==> src/rtl/alu_arbiter_pkg.sv <==
// rtl/alu_arbiter_pkg.sv - shared ALU constants: word width, ALUOp codes, requester id encoding
package alu_arbiter_pkg;

    localparam int WORD_WIDTH = 32;
    localparam int ALU_OP_W   = 5;

    typedef logic [ALU_OP_W-1:0] alu_op_t;

    localparam alu_op_t ALUOP_NOP  = 5'b00000;
    localparam alu_op_t ALUOP_ADDU = 5'b00001;
    localparam alu_op_t ALUOP_SUBU = 5'b00010;
    localparam alu_op_t ALUOP_AND  = 5'b00011;
    localparam alu_op_t ALUOP_OR   = 5'b00100;
    localparam alu_op_t ALUOP_XOR  = 5'b00101;
    localparam alu_op_t ALUOP_NOR  = 5'b00110;
    localparam alu_op_t ALUOP_SLT  = 5'b00111;
    localparam alu_op_t ALUOP_SLL  = 5'b01000;
    localparam alu_op_t ALUOP_SRL  = 5'b01001;

    localparam int REQ_ID_W = 1;

    typedef logic [REQ_ID_W-1:0] req_id_t;

    // Requester 0 is the EX stage, requester 1 the branch/compare unit
    localparam req_id_t REQ_EX = 1'b0;
    localparam req_id_t REQ_BR = 1'b1;

endpackage

==> src/rtl/alu_arbiter_if.sv <==
// rtl/alu_arbiter_if.sv - request, ALU-side and response signal bundle for alu_arbiter
interface alu_arbiter_if #(
    parameter int WORD_WIDTH = alu_arbiter_pkg::WORD_WIDTH
);
    import alu_arbiter_pkg::*;

    logic                  req0_valid;
    logic                  req0_ready;
    logic [WORD_WIDTH-1:0] req0_a;
    logic [WORD_WIDTH-1:0] req0_b;
    alu_op_t               req0_op;

    logic                  req1_valid;
    logic                  req1_ready;
    logic [WORD_WIDTH-1:0] req1_a;
    logic [WORD_WIDTH-1:0] req1_b;
    alu_op_t               req1_op;

    logic [WORD_WIDTH-1:0] alu_in_a;
    logic [WORD_WIDTH-1:0] alu_in_b;
    alu_op_t               alu_op;
    logic [WORD_WIDTH-1:0] alu_out;

    logic                  rsp_valid;
    logic                  rsp_ready;
    req_id_t               rsp_id;
    logic [WORD_WIDTH-1:0] rsp_data;
    logic                  rsp_zero;

    modport slave (
        input  req0_valid, req0_a, req0_b, req0_op,
        input  req1_valid, req1_a, req1_b, req1_op,
        input  alu_out, rsp_ready,
        output req0_ready, req1_ready,
        output alu_in_a, alu_in_b, alu_op,
        output rsp_valid, rsp_id, rsp_data, rsp_zero
    );

    modport master (
        output req0_valid, req0_a, req0_b, req0_op,
        output req1_valid, req1_a, req1_b, req1_op,
        output alu_out, rsp_ready,
        input  req0_ready, req1_ready,
        input  alu_in_a, alu_in_b, alu_op,
        input  rsp_valid, rsp_id, rsp_data, rsp_zero
    );

endinterface

==> src/rtl/alu_rr_arb2.sv <==
// rtl/alu_rr_arb2.sv - 2-way grant logic; round-robin, or fixed priority with ALU_ARB_FIXED_PRIO_EN
module alu_rr_arb2 (
    input  logic clk,
    input  logic rst_n,
    input  logic valid0,
    input  logic valid1,
    input  logic load,
    output logic pick0,
    output logic pick1
);
    import alu_arbiter_pkg::*;

    // pickN never looks at validN so the derived ready has no self-dependency
`ifdef ALU_ARB_FIXED_PRIO_EN
    logic unused_fixed;

    assign unused_fixed = ^{clk, rst_n, load, valid1};
    assign pick0        = 1'b1;
    assign pick1        = !valid0;
`else
    req_id_t last_grant;

    assign pick0 = !valid1 || (last_grant == REQ_BR);
    assign pick1 = !valid0 || (last_grant == REQ_EX);

    always_ff @(posedge clk or negedge rst_n) begin
        if (!rst_n) begin
            last_grant <= REQ_BR;
        end else if (load && valid0 && pick0) begin
            last_grant <= REQ_EX;
        end else if (load && valid1 && pick1) begin
            last_grant <= REQ_BR;
        end
    end
`endif

endmodule

==> src/rtl/alu_arbiter.sv <==
// rtl/alu_arbiter.sv - two-requester ALU arbiter with issue (S1) and response (S2) stages; option ALU_ARB_FIXED_PRIO_EN
module alu_arbiter #(
    parameter int WORD_WIDTH = alu_arbiter_pkg::WORD_WIDTH
) (
    input  logic          clk,
    input  logic          rst_n,
    alu_arbiter_if.slave  bus
);
    import alu_arbiter_pkg::*;

    logic                  s1_valid;
    req_id_t               s1_id;
    logic [WORD_WIDTH-1:0] s1_a;
    logic [WORD_WIDTH-1:0] s1_b;
    alu_op_t               s1_op;

    logic                  rsp_valid_q;
    req_id_t               rsp_id_q;
    logic [WORD_WIDTH-1:0] rsp_data_q;
    logic                  rsp_zero_q;

    logic s2_load;
    logic s1_load;
    logic pick0;
    logic pick1;
    logic acc0;
    logic acc1;

    // S1 may refill in the same cycle it drains into S2
    assign s2_load = s1_valid && (!rsp_valid_q || bus.rsp_ready);
    assign s1_load = !s1_valid || s2_load;

    alu_rr_arb2 u_arb (
        .clk    (clk),
        .rst_n  (rst_n),
        .valid0 (bus.req0_valid),
        .valid1 (bus.req1_valid),
        .load   (s1_load),
        .pick0  (pick0),
        .pick1  (pick1)
    );

    assign bus.req0_ready = s1_load && pick0;
    assign bus.req1_ready = s1_load && pick1;
    assign acc0           = bus.req0_valid && bus.req0_ready;
    assign acc1           = bus.req1_valid && bus.req1_ready;

    always_ff @(posedge clk or negedge rst_n) begin
        if (!rst_n) begin
            s1_valid <= 1'b0;
            s1_id    <= REQ_EX;
            s1_a     <= '0;
            s1_b     <= '0;
            s1_op    <= ALUOP_NOP;
        end else if (acc0) begin
            s1_valid <= 1'b1;
            s1_id    <= REQ_EX;
            s1_a     <= bus.req0_a;
            s1_b     <= bus.req0_b;
            s1_op    <= bus.req0_op;
        end else if (acc1) begin
            s1_valid <= 1'b1;
            s1_id    <= REQ_BR;
            s1_a     <= bus.req1_a;
            s1_b     <= bus.req1_b;
            s1_op    <= bus.req1_op;
        end else if (s2_load) begin
            s1_valid <= 1'b0;
        end
    end

    always_ff @(posedge clk or negedge rst_n) begin
        if (!rst_n) begin
            rsp_valid_q <= 1'b0;
            rsp_id_q    <= REQ_EX;
            rsp_data_q  <= '0;
            rsp_zero_q  <= 1'b0;
        end else if (s2_load) begin
            rsp_valid_q <= 1'b1;
            rsp_id_q    <= s1_id;
            rsp_data_q  <= bus.alu_out;
            rsp_zero_q  <= (bus.alu_out == '0);
        end else if (bus.rsp_ready) begin
            rsp_valid_q <= 1'b0;
        end
    end

    // Stale operands stay on the ALU inputs; the opcode is forced to NOP when empty
    assign bus.alu_in_a  = s1_a;
    assign bus.alu_in_b  = s1_b;
    assign bus.alu_op    = s1_valid ? s1_op : ALUOP_NOP;

    assign bus.rsp_valid = rsp_valid_q;
    assign bus.rsp_id    = rsp_id_q;
    assign bus.rsp_data  = rsp_data_q;
    assign bus.rsp_zero  = rsp_zero_q;

endmodule

==> src/flat_wrapper.sv <==
// flat-port wrapper written by rule: the top's interface ports become plain ports
module alu_arbiter_flat import alu_arbiter_pkg::*;
#(
    parameter int WORD_WIDTH = alu_arbiter_pkg::WORD_WIDTH
)
  (clk, rst_n, bus_req0_valid, bus_req0_a, bus_req0_b, bus_req0_op, bus_req1_valid, bus_req1_a, bus_req1_b, bus_req1_op, bus_alu_out, bus_rsp_ready, bus_req0_ready, bus_req1_ready, bus_alu_in_a, bus_alu_in_b, bus_alu_op, bus_rsp_valid, bus_rsp_id, bus_rsp_data, bus_rsp_zero);
  alu_arbiter_if #(.WORD_WIDTH(WORD_WIDTH)) bus_i ();
  input  logic clk;
  input  logic rst_n;
  input wire logic [$bits(bus_i.req0_valid)-1:0] bus_req0_valid;
  input wire logic [$bits(bus_i.req0_a)-1:0] bus_req0_a;
  input wire logic [$bits(bus_i.req0_b)-1:0] bus_req0_b;
  input wire logic [$bits(bus_i.req0_op)-1:0] bus_req0_op;
  input wire logic [$bits(bus_i.req1_valid)-1:0] bus_req1_valid;
  input wire logic [$bits(bus_i.req1_a)-1:0] bus_req1_a;
  input wire logic [$bits(bus_i.req1_b)-1:0] bus_req1_b;
  input wire logic [$bits(bus_i.req1_op)-1:0] bus_req1_op;
  input wire logic [$bits(bus_i.alu_out)-1:0] bus_alu_out;
  input wire logic [$bits(bus_i.rsp_ready)-1:0] bus_rsp_ready;
  output wire logic [$bits(bus_i.req0_ready)-1:0] bus_req0_ready;
  output wire logic [$bits(bus_i.req1_ready)-1:0] bus_req1_ready;
  output wire logic [$bits(bus_i.alu_in_a)-1:0] bus_alu_in_a;
  output wire logic [$bits(bus_i.alu_in_b)-1:0] bus_alu_in_b;
  output wire logic [$bits(bus_i.alu_op)-1:0] bus_alu_op;
  output wire logic [$bits(bus_i.rsp_valid)-1:0] bus_rsp_valid;
  output wire logic [$bits(bus_i.rsp_id)-1:0] bus_rsp_id;
  output wire logic [$bits(bus_i.rsp_data)-1:0] bus_rsp_data;
  output wire logic [$bits(bus_i.rsp_zero)-1:0] bus_rsp_zero;
  assign bus_i.req0_valid = bus_req0_valid;
  assign bus_i.req0_a = bus_req0_a;
  assign bus_i.req0_b = bus_req0_b;
  assign bus_i.req0_op = bus_req0_op;
  assign bus_i.req1_valid = bus_req1_valid;
  assign bus_i.req1_a = bus_req1_a;
  assign bus_i.req1_b = bus_req1_b;
  assign bus_i.req1_op = bus_req1_op;
  assign bus_i.alu_out = bus_alu_out;
  assign bus_i.rsp_ready = bus_rsp_ready;
  assign bus_req0_ready = bus_i.req0_ready;
  assign bus_req1_ready = bus_i.req1_ready;
  assign bus_alu_in_a = bus_i.alu_in_a;
  assign bus_alu_in_b = bus_i.alu_in_b;
  assign bus_alu_op = bus_i.alu_op;
  assign bus_rsp_valid = bus_i.rsp_valid;
  assign bus_rsp_id = bus_i.rsp_id;
  assign bus_rsp_data = bus_i.rsp_data;
  assign bus_rsp_zero = bus_i.rsp_zero;
  alu_arbiter #(.WORD_WIDTH(WORD_WIDTH)) u_core (.clk(clk), .rst_n(rst_n), .bus(bus_i));
endmodule
==> config.mk <==
export PLATFORM = sky130hd
export DESIGN_NAME = alu_arbiter_flat
export DESIGN_NICKNAME = d
export VERILOG_FILES = /design/src/rtl/alu_arbiter_pkg.sv /design/src/rtl/alu_arbiter_if.sv /design/src/rtl/alu_rr_arb2.sv /design/src/rtl/alu_arbiter.sv /design/src/flat_wrapper.sv
export SDC_FILE = /design/constraint.sdc
export NUM_CORES = 1
export LEC_CHECK = 0
export ABC_AREA = 0
export CORE_ASPECT_RATIO = 1.1
export CORE_UTILIZATION = 41
export CTS_CLUSTER_SIZE = 14
export DETAILED_ROUTE_END_ITERATION = 8
export PLACE_DENSITY = 0.82
export SYNTH_ARGS = -nofsm -noshare
export SYNTH_HDL_FRONTEND = slang
export SYNTH_HIERARCHICAL = 1
export SYNTH_SLANG_ARGS = --single-unit
export TNS_END_PERCENT = 20
==> constraint.sdc <==
create_clock -name clk -period 1.8 [get_ports clk]
set_input_delay 0.36 -clock clk [delete_from_list [all_inputs] [get_ports clk]]
set_output_delay 0.36 -clock clk [all_outputs]
set_load 0.01 [all_outputs]
==> impl_table.tex, run 1 <==
\begin{tabular}{lr}
\hline
Metric & Value \\
\hline
\multicolumn{2}{l}{\textbf{Outcome}} \\
Status & complete, but fails checks \\
Violated checks & negative setup slack \\
\multicolumn{2}{l}{\textbf{Finish}} \\
Number of fill cells & between 900 and 1000 \\
Post-layout nets & a little under 1000 \\
Finished layout cell area & about 0.0094 mm\^{}2 \\
Non-filler cells in the finished layout & 980 \\
Layout cell share with drive strength beyond 1 & 0.195 \\
Post-layout util & 0.712 \\
Antenna Diode Count & 0 \\
Area growth from synthesis to layout & 68.2\% \\
\multicolumn{2}{l}{\textbf{Timing}} \\
Setup total negative slack & -0.00584 ns \\
Total count of hold-check failures in the final report & 0 \\
Min setup slack post-route & -0.00584 ns \\
Layout Skew & $\sim$0.010 ns \\
Worst relative slew slack & 0.583 \\
Share of the clock period used by the worst path after layout & 1.00 \\
Minimum clock period & between 1.5 and 2 ns \\
Pins over their slew limit & 0 \\
Endpoints failing setup & 1 \\
Maximum clock frequency & $\sim$0.55 GHz \\
Worst Max-Slew Pin Slew & 0.625 ns \\
Setup repair after global routing missed its margin & yes \\
\multicolumn{2}{l}{\textbf{Synthesis}} \\
Yosys synthesis warning count & 6 \\
Post-synth net total & between 700 and 800 \\
Sequential element share of the synthesized area & 0.477 \\
Unique cell type count in the Yosys netlist & 27 \\
Flip-flop and latch count after synthesis & between 100 and 150 \\
Average cell area after synthesis & around 11 um\^{}2 \\
Netlist area before placement & 0.00561 mm\^{}2 \\
Gate Count Post-Synth & 530 \\
\multicolumn{2}{l}{\textbf{Critical path}} \\
Top Family by Delay on Critical Path & flip-flops \\
Worst Path Max Fanout & 3 \\
Endpoint required time on the critical path & 1.44 ns \\
Worst Path Class, Setup & flip-flop to output port \\
FF-to-FF Start & u\_core/s1\_valid\$\_DFFE\_PN0P\_ \\
Register-to-Register Setup Slack & approximately 0.010 ns \\
Worst path max stage delay & $\sim$0.4 ns \\
Logic depth of the worst register-to-register path & 7 \\
Critical path startpoint category & flip-flop \\
Reg-to-reg endpoint & u\_core/bus.alu\_in\_b[31]\$\_DFFE\_PN0P\_ \\
Buf+Inv Stages, Crit Path & 3 \\
Element type at the critical path end & output port \\
Most repeated library cell on the critical path & sky130\_fd\_sc\_hd\_\_buf\_6 \\
Critical Path AT & around 1.5 ns \\
Critical Path Slowest Stage Cell & sky130\_fd\_sc\_hd\_\_dfrtp\_1 \\
Crit-path cells & buf\_6 > and3b\_4 > buf\_6 > nor2\_2 > buf\_2 \\
\multicolumn{2}{l}{\textbf{Clock network}} \\
Clock transition at the register clock pins on the worst setup and hold paths after CTS & around 0.07 ns \\
Worst-case clock buffer depth & 2 \\
Worst-Skew Late Latency & about 0.36 ns \\
Number of clock sinks seen by CTS & around 110 \\
Clock tree from TritonCTS & yes \\
Htree depth & 3 \\
Root buf cell & sky130\_fd\_sc\_hd\_\_clkbuf\_16 \\
CTS Buf Count & 9 \\
\multicolumn{2}{l}{\textbf{Route}} \\
Routed length on met1 & 8.20 mm \\
Top layer used by detailed routing & met4 \\
Routed wl met3 & between 2 and 2.5 mm \\
1st-iter DRT viols & about 710 \\
First-pass iteration count of the detailed router & 6 \\
DRT Wirelength & about 22 mm \\
Total DRC errors in the routed layout & 0 \\
Routed wl met2 & roughly 11 mm \\
DRT antenna net count & 0 \\
Wire per inst & 22.8 um \\
Via count & 6247 \\
Vias per inst & between 6 and 7 \\
\multicolumn{2}{l}{\textbf{Placed design}} \\
Final RePlAce weighted congestion & $\sim$0.82 \\
DP HPWL & about 14 mm \\
\# port buffers & 280 \\
Post-Place Setup Slack & -0.449 ns \\
Cell count after placement & approximately 950 \\
Placement Cell Area & between 0.008 and 0.009 mm\^{}2 \\
\multicolumn{2}{l}{\textbf{Power and ir drop}} \\
Clock share of power & 0.148 \\
Worst-case vdd ir drop & approximately 1 mV \\
Leakage component of the power & around 3.5 nW \\
Switching component of the power & between 5 and 6 mW \\
Cell internal power dissipation & 8.86 mW \\
Switching power share of the total & 0.371 \\
Fraction of power consumed by combinational cells & 0.542 \\
Sequential fraction of design power & 0.310 \\
Power Density & between 1000 and 1500 mW/mm\^{}2 \\
\multicolumn{2}{l}{\textbf{Min path}} \\
Hold Crit Class & input pin to async pin \\
\multicolumn{2}{l}{\textbf{GRT}} \\
Global routing usage summed across all routing layers & 0.292 \\
Wire length of the first global-routing pass & about 32 mm \\
Antenna violations before repair & 0 \\
Residual overflow from global routing & 0 \\
Via count of the first global-routing pass & just over 6000 \\
Pin count of the biggest net entering global routing & 73 \\
\multicolumn{2}{l}{\textbf{Floorplan}} \\
Width of the chip & $\sim$110 um \\
Core Region & 0.0133 mm\^{}2 \\
Die Height & 125 um \\
Die Area & between 0.01 and 0.015 mm\^{}2 \\
Initial cell density of the core & 0.423 \\
Io pins & around 280 \\
Row Count & between 40 and 50 \\
\multicolumn{2}{l}{\textbf{Job}} \\
Max-cap violations & 0 \\
\hline
\end{tabular}
cells in the mapped netlist:
library cell               number  area (um^2)
sky130_fd_sc_hd__buf_8          2         30.0
sky130_fd_sc_hd__inv_4          1         6.26
sky130_fd_sc_hd__a31oi_1       70          438
sky130_fd_sc_hd__nor4_1        77          482
sky130_fd_sc_hd__buf_2         29          145
sky130_fd_sc_hd__nand2_1        2         7.51
sky130_fd_sc_hd__and2_1         5         31.3
sky130_fd_sc_hd__and3b_1        1         8.76
sky130_fd_sc_hd__clkbuf_1      35          131
sky130_fd_sc_hd__nand2b_1       3         18.8
sky130_fd_sc_hd__inv_1          1         3.75
sky130_fd_sc_hd__nand4_1       71          444
sky130_fd_sc_hd__buf_4          8         60.1
sky130_fd_sc_hd__a21bo_2        1         10.0
sky130_fd_sc_hd__nand3_2        1         10.0
sky130_fd_sc_hd__buf_6          2         22.5
sky130_fd_sc_hd__dfstp_2        1         26.3
sky130_fd_sc_hd__nand3_1        2         10.0
sky130_fd_sc_hd__a21oi_1        1         5.00
sky130_fd_sc_hd__dfrtp_1      106         2650
sky130_fd_sc_hd__o31ai_2       28          350
sky130_fd_sc_hd__inv_2          4         15.0
sky130_fd_sc_hd__buf_1          1         3.75
sky130_fd_sc_hd__nor2_1         2         7.51
sky130_fd_sc_hd__a21boi_1       1         7.51
sky130_fd_sc_hd__mux2_2        33          372
sky130_fd_sc_hd__o31ai_1       42          315
cell type report:
cell class	instances	area, um^2	share of cell area
tap	184	230	0.0244
clock buffer	11	253	0.0268
timing repair buffer	327	3530	0.374
inverter	6	35.0	0.00371
multi-input combinational	340	2650	0.281
sequential	107	2680	0.284
clock inverter	5	61.3	0.00649
per-stage QoR:
step	hold slack (ns)	total power, mW
after CTS	0.498	13.4
after detailed placement	0.339	11.3
final	0.490	14.1
after global placement	0.326	11.1
after floorplan	0.0644	7.54
after global routing	0.529	14.7
layout by cell type, fill, tap and decap left out, types with 3 or more instances in the layout:
master / n
sky130_fd_sc_hd__a31oi_1: 67
sky130_fd_sc_hd__clkdlybuf4s50_1: 271
sky130_fd_sc_hd__buf_12: 15
sky130_fd_sc_hd__dfrtp_1: 106
sky130_fd_sc_hd__o31ai_1: 31
sky130_fd_sc_hd__dlygate4sd2_1: 5
sky130_fd_sc_hd__mux2_2: 33
sky130_fd_sc_hd__and2_1: 5
sky130_fd_sc_hd__clkbuf_16: 18
sky130_fd_sc_hd__buf_4: 16
sky130_fd_sc_hd__o31ai_2: 38
sky130_fd_sc_hd__clkinvlp_4: 3
sky130_fd_sc_hd__buf_6: 4
sky130_fd_sc_hd__inv_2: 4
sky130_fd_sc_hd__nor4_1: 75
sky130_fd_sc_hd__clkbuf_8: 3
sky130_fd_sc_hd__nand4_1: 71
sky130_fd_sc_hd__buf_2: 3
state kept, by name (all words and copies together), names as in the netlist:
name / count
u_core/bus.alu_in_a: 32
u_core/bus.alu_in_b: 32
u_core/bus.rsp_data: 32
u_core/s1_op: 5
u_core/bus.rsp_id: 1
u_core/bus.rsp_valid: 1
u_core/bus.rsp_zero: 1
u_core/s1_id: 1
u_core/s1_valid: 1
u_core/u_arb/last_grant: 1
layer usage:
layer,up-vias,global-route usage
met5,-,0
met4,0,0.156
met3,69,0.0788
met2,458,0.480
met1,3031,0.345
li1,2689,-
how the worst max path moves through the flow:
stage | startpoint | endpoint | slack, ns | depth (start not counted)
after floorplan | u_core/s1_valid$_DFFE_PN0P_ | bus_req0_ready | 0.25 | 5
after global placement | bus_req0_valid | u_core/bus.alu_in_a[28]$_DFFE_PN0P_ | -0.34 | 6
after detailed placement | bus_req0_valid | u_core/bus.alu_in_a[21]$_DFFE_PN0P_ | -0.45 | 6
after CTS | u_core/s1_valid$_DFFE_PN0P_ | u_core/bus.alu_in_a[12]$_DFFE_PN0P_ | 0.002 | 8
after global routing | u_core/s1_valid$_DFFE_PN0P_ | bus_req1_ready | -0.02 | 5
final | u_core/s1_valid$_DFFE_PN0P_ | bus_req1_ready | -0.006 | 5
power by group through the flow:
stage | Clock [mW] | Combinational [mW] | Sequential [mW]
floorplan | 0 | 2.81 | 4.74
detailed placement | 0 | 6.95 | 4.37
CTS | 2.11 | 7.00 | 4.33
global placement | 0 | 6.75 | 4.31
finish | 2.08 | 7.64 | 4.37
global route | 2.18 | 8.02 | 4.48
cells by family (layout without fill, tap and decap cells):
family                 after synthesis  count (layout)  synth area share
buffers and inverters               83             349            0.0744
muxes                               33              33            0.0662
DFF                                107             107             0.477
and+or+nand+nor                    164             164             0.182
AOI/OAI and AO/OA                  143             143             0.201
repair_timing:
item | CTS | global route
hold buffers | 1 | 0
endpoints found under the setup margin | 76 | 70
cloned | 0 | 9
buffers inserted | 2 | 6
hold endpoints to repair | 27 | 0
pin swaps | 2 | 2
resized for setup | 16 | 31
(Power assumes the default switching activity.)
==> run 2, diff against run 1 <==
--- a/config.mk
+++ b/config.mk
@@ -7,10 +7,10 @@
 export LEC_CHECK = 0
 export ABC_AREA = 0
 export CORE_ASPECT_RATIO = 1.1
-export CORE_UTILIZATION = 41
+export CORE_UTILIZATION = 44
 export CTS_CLUSTER_SIZE = 14
 export DETAILED_ROUTE_END_ITERATION = 8
-export PLACE_DENSITY = 0.82
+export PLACE_DENSITY = 0.87
 export SYNTH_ARGS = -nofsm -noshare
 export SYNTH_HDL_FRONTEND = slang
 export SYNTH_HIERARCHICAL = 1
==> constraint.sdc (replaced) <==
create_clock -name clk -period 2.1 [get_ports clk]
set_input_delay 0.42 -clock clk [delete_from_list [all_inputs] [get_ports clk]]
set_output_delay 0.42 -clock clk [all_outputs]
set_load 0.01 [all_outputs]
==> run 2 against run 1 <==
The flow now finishes without violations. Sequential share of layout area increased by 2.0 points. Register-to-register slack improved by 0.098 ns. Global-route usage increased by 1.9 points. Core utilization increased by 0.81 points. Highest routed layer unchanged. Critical path type is now input pin to flip-flop. Critical path depth increased by 1. Count of clock-buffer cells in the layout increased by 3. Clock skew decreased by 0.0050 ns. Total power decreased by 19%. Setup slack improved by 0.11 ns. Clock power decreased by 17%. Non-clock buffer count decreased by 23. Cell count decreased by 5.4%.
==> impl_table.tex, run 2 (synthesized netlist as in run 1, its figures left out) <==
\begin{tabular}{lr}
\hline
Metric & Value \\
\hline
\multicolumn{2}{l}{\textbf{Clock network}} \\
Setup Fix Bufs, Post-CTS & 0 (-2) \\
CTS Buf Count & 9 (unchanged) \\
Htree depth & 3 (unchanged) \\
Worst-Skew Late Latency & 0.35 ns (about the same) \\
Clock transition at the register clock pins on the worst setup and hold paths after CTS & 0.07 ns (about the same) \\
Worst-case clock buffer depth & 2 (unchanged) \\
Number of clock sinks seen by CTS & 107 (unchanged) \\
Clock tree from TritonCTS & yes \\
Root buf cell & sky130\_fd\_sc\_hd\_\_clkbuf\_16 \\
\multicolumn{2}{l}{\textbf{Timing}} \\
Layout Skew & 0.00550 ns (-0.00498 ns) \\
Share of the clock period used by the worst path after layout & 0.949 \\
Min setup slack post-route & 0.108 ns (+0.113 ns) \\
Total count of hold-check failures in the final report & 0 (unchanged) \\
Pins over their slew limit & 0 (unchanged) \\
Worst Max-Slew Pin Slew & 0.918 ns (+0.293 ns) \\
Minimum clock period & 1.99 ns \\
Endpoints failing setup & 0 (-1) \\
Setup total negative slack & 0 ns (+0.00584 ns) \\
Setup repair after global routing missed its margin & no \\
Maximum clock frequency & 0.502 GHz \\
Worst relative slew slack & 0.388 (-0.195) \\
\multicolumn{2}{l}{\textbf{Job}} \\
Max-cap violations & 0 (unchanged) \\
\multicolumn{2}{l}{\textbf{Power and ir drop}} \\
Leakage component of the power & 3.24 nW (-7.4\%) \\
Clock share of power & 0.153 (+0.005) \\
Sequential fraction of design power & 0.325 (+0.015) \\
Switching power share of the total & 0.366 (-0.00493) \\
Power consumption & 11.3 mW (-19\%) \\
Fraction of power consumed by combinational cells & 0.522 (-0.020) \\
Power Density & 1290 mW/mm\^{}2 (-14\%) \\
Cell internal power dissipation & 7.19 mW (-19\%) \\
Worst-case vdd ir drop & 1.15 mV (+18\%) \\
Switching component of the power & 4.15 mW (-21\%) \\
\multicolumn{2}{l}{\textbf{Finish}} \\
Most frequent cells in the layout & 276 x sky130\_fd\_sc\_hd\_\_clkdlybuf4s50\_1, 106 x sky130\_fd\_sc\_hd\_\_dfrtp\_1, 76 x sky130\_fd\_sc\_hd\_\_nor4\_1, 71 x sky130\_fd\_sc\_hd\_\_nand4\_1, 70 x sky130\_fd\_sc\_hd\_\_a31oi\_1 \\
Finished layout cell area & 0.00881 mm\^{}2 (-6.7\%) \\
Antenna Diode Count & 0 (unchanged) \\
Area growth from synthesis to layout & 56.9\% \\
Most common cell after layout, fill and taps aside & sky130\_fd\_sc\_hd\_\_clkdlybuf4s50\_1 \\
Post-layout nets & 943 (-2.4\%) \\
Number of fill cells & 832 (-9.5\%) \\
Flip-flop and latch area & 0.00268 mm\^{}2 (unchanged) \\
Layout cell share with drive strength beyond 1 & 0.144 (-0.0511) \\
Area of the multi-input gates & 0.00253 mm\^{}2 (-4.7\%) \\
\multicolumn{2}{l}{\textbf{Critical path}} \\
Reg-to-reg endpoint & u\_core/bus.alu\_in\_a[16]\$\_DFFE\_PN0P\_ \\
Endpoint required time on the critical path & 2.35 ns (+0.91 ns) \\
Element type at the critical path end & flip-flop \\
Critical Path AT & 2.25 ns (+0.80 ns) \\
FF-to-FF Start & u\_core/u\_arb/last\_grant\$\_DFFE\_PN1P\_ \\
Worst Path Max Fanout & 69 (+66) \\
Start point of the critical path & bus\_req0\_valid \\
Critical path startpoint category & input pin \\
Logic depth of the worst register-to-register path & 5 (-2) \\
Register-to-Register Setup Slack & 0.11 ns (+0.10 ns) \\
Worst Path Class, Setup & input pin to flip-flop \\
\multicolumn{2}{l}{\textbf{Route}} \\
DRT antenna net count & 0 (unchanged) \\
DRT Wirelength & 20.6 mm (-8.0\%) \\
Wire per inst & 22.2 um (-2.8\%) \\
Via count & 6032 (-3.4\%) \\
Total DRC errors in the routed layout & 0 (unchanged) \\
Vias per inst & 6.51 (+2.1\%) \\
First-pass iteration count of the detailed router & 7 (+1) \\
1st-iter DRT viols & 745 (+5.7\%) \\
\multicolumn{2}{l}{\textbf{GRT}} \\
Via count of the first global-routing pass & 6209 (-0.048\%) \\
Met1 global-route usage & 0.365 (+0.0200) \\
Global routing usage summed across all routing layers & 0.311 (+0.0192) \\
Wire length of the first global-routing pass & 31.6 mm (-2.2\%) \\
Residual overflow from global routing & 0 (unchanged) \\
Pin count of the biggest net entering global routing & 71 (-2.7\%) \\
GRT met3 Usage & 0.0916 (+0.0128) \\
Global Route met2 Usage & 0.498 (+0.0181) \\
Antenna violations before repair & 0 (unchanged) \\
GRT busiest layer & met2 \\
\multicolumn{2}{l}{\textbf{Outcome}} \\
Status & finished clean \\
\multicolumn{2}{l}{\textbf{Placed design}} \\
DP HPWL & 13.8 mm (-3.5\%) \\
Final RePlAce weighted congestion & 0.811 (-1.6\%) \\
Post-Place Setup Slack & -0.171 ns (+0.278 ns) \\
Placement Cell Area & 0.00851 mm\^{}2 (-1.6\%) \\
\# port buffers & 280 (unchanged) \\
\multicolumn{2}{l}{\textbf{Floorplan}} \\
Initial cell density of the core & 0.459 (+0.0354) \\
Io pins & 281 (unchanged) \\
Core Region & 0.0122 mm\^{}2 (-7.7\%) \\
Width of the chip & 110 um (-3.4\%) \\
Row Count & 42 (-4.5\%) \\
Die Height & 120 um (-3.4\%) \\
Die Area & 0.0132 mm\^{}2 (-6.7\%) \\
\multicolumn{2}{l}{\textbf{Min path}} \\
Hold Crit Class & input pin to async pin \\
\hline
\end{tabular}
[run 2: changes by cell type in the layout (fill, tap and decap cells not counted), sizes merged]
cell,previous run,this run
clkinv,2,1
clkinvlp,3,0
dlygate4sd2,5,2
clkbuf,21,14
clkdlybuf4s50,271,276
buf,40,26
inv,5,6
dlygate4sd3,1,0
[run 2: through the flow]
step                hold slack, ns  utilization  instances
floorplan                    0.124            -        530
global placement             0.465        0.695        911
detailed placement           0.473        0.695        911
CTS                         0.0962        0.719        927
global route                 0.106        0.720        927
finish                      0.0720        0.720        927
[run 2: critical path: stages]
cell	delay [ns]
sky130_fd_sc_hd__clkdlybuf4s50_1	0.50
sky130_fd_sc_hd__nand2_2	0.07
sky130_fd_sc_hd__inv_2	0.05
sky130_fd_sc_hd__buf_4	0.71
sky130_fd_sc_hd__o31ai_1	0.21
sky130_fd_sc_hd__a31oi_1	0.26
[run 2: power groups by stage]
| stage | Combinational [mW] | Sequential [mW] | Clock, mW |
|---|---|---|---|
| 6_report | 5.92 | 3.69 | 1.73 |
| 5_1_grt | 6.32 | 3.78 | 1.83 |
| 3_5_place_dp | 5.88 | 3.70 | 0 |
| 4_1_cts | 5.90 | 3.68 | 1.76 |
| 2_1_floorplan | 2.40 | 4.06 | 0 |
| 3_3_place_gp | 5.71 | 3.64 | 0 |
[run 2: repair_timing]
| item | CTS | global route |
|---|---|---|
| endpoints found under the setup margin | 2 | 1 |
| hold buffers | 0 | 0 |
| pin swaps | 0 | 0 |
| gates resized for setup | 2 | 1 |
[run 2: layout make-up]
| class | count | area share |
|---|---|---|
| timing repair buffer | 304 | 0.350 |
| sequential | 107 | 0.304 |
| multi-input combinational | 340 | 0.287 |
| clock buffer | 14 | 0.0300 |
| tap | 154 | 0.0219 |
| clock inverter | 2 | 0.00398 |
| inverter | 6 | 0.00284 |
[run 2: worst max path at each step]
| stage | to | slack, ns | depth (start not counted) |
|---|---|---|---|
| final | u_core/bus.alu_in_a[16]$_DFFE_PN0P_ | 0.11 | 6 |
| after global routing | bus_alu_op[3] | 0.06 | 3 |
| after CTS | bus_alu_op[3] | 0.10 | 3 |
| after detailed placement | u_core/bus.alu_in_a[12]$_DFFE_PN0P_ | -0.17 | 6 |
| after global placement | bus_req1_ready | -0.11 | 4 |
| after floorplan | bus_req0_ready | 0.49 | 5 |
[run 2: per-layer routing]
metal	share of wire	vias up
met5	0	-
met4	0.046	0
met3	0.10	81
met2	0.48	396
met1	0.37	2919
li1	-	2636
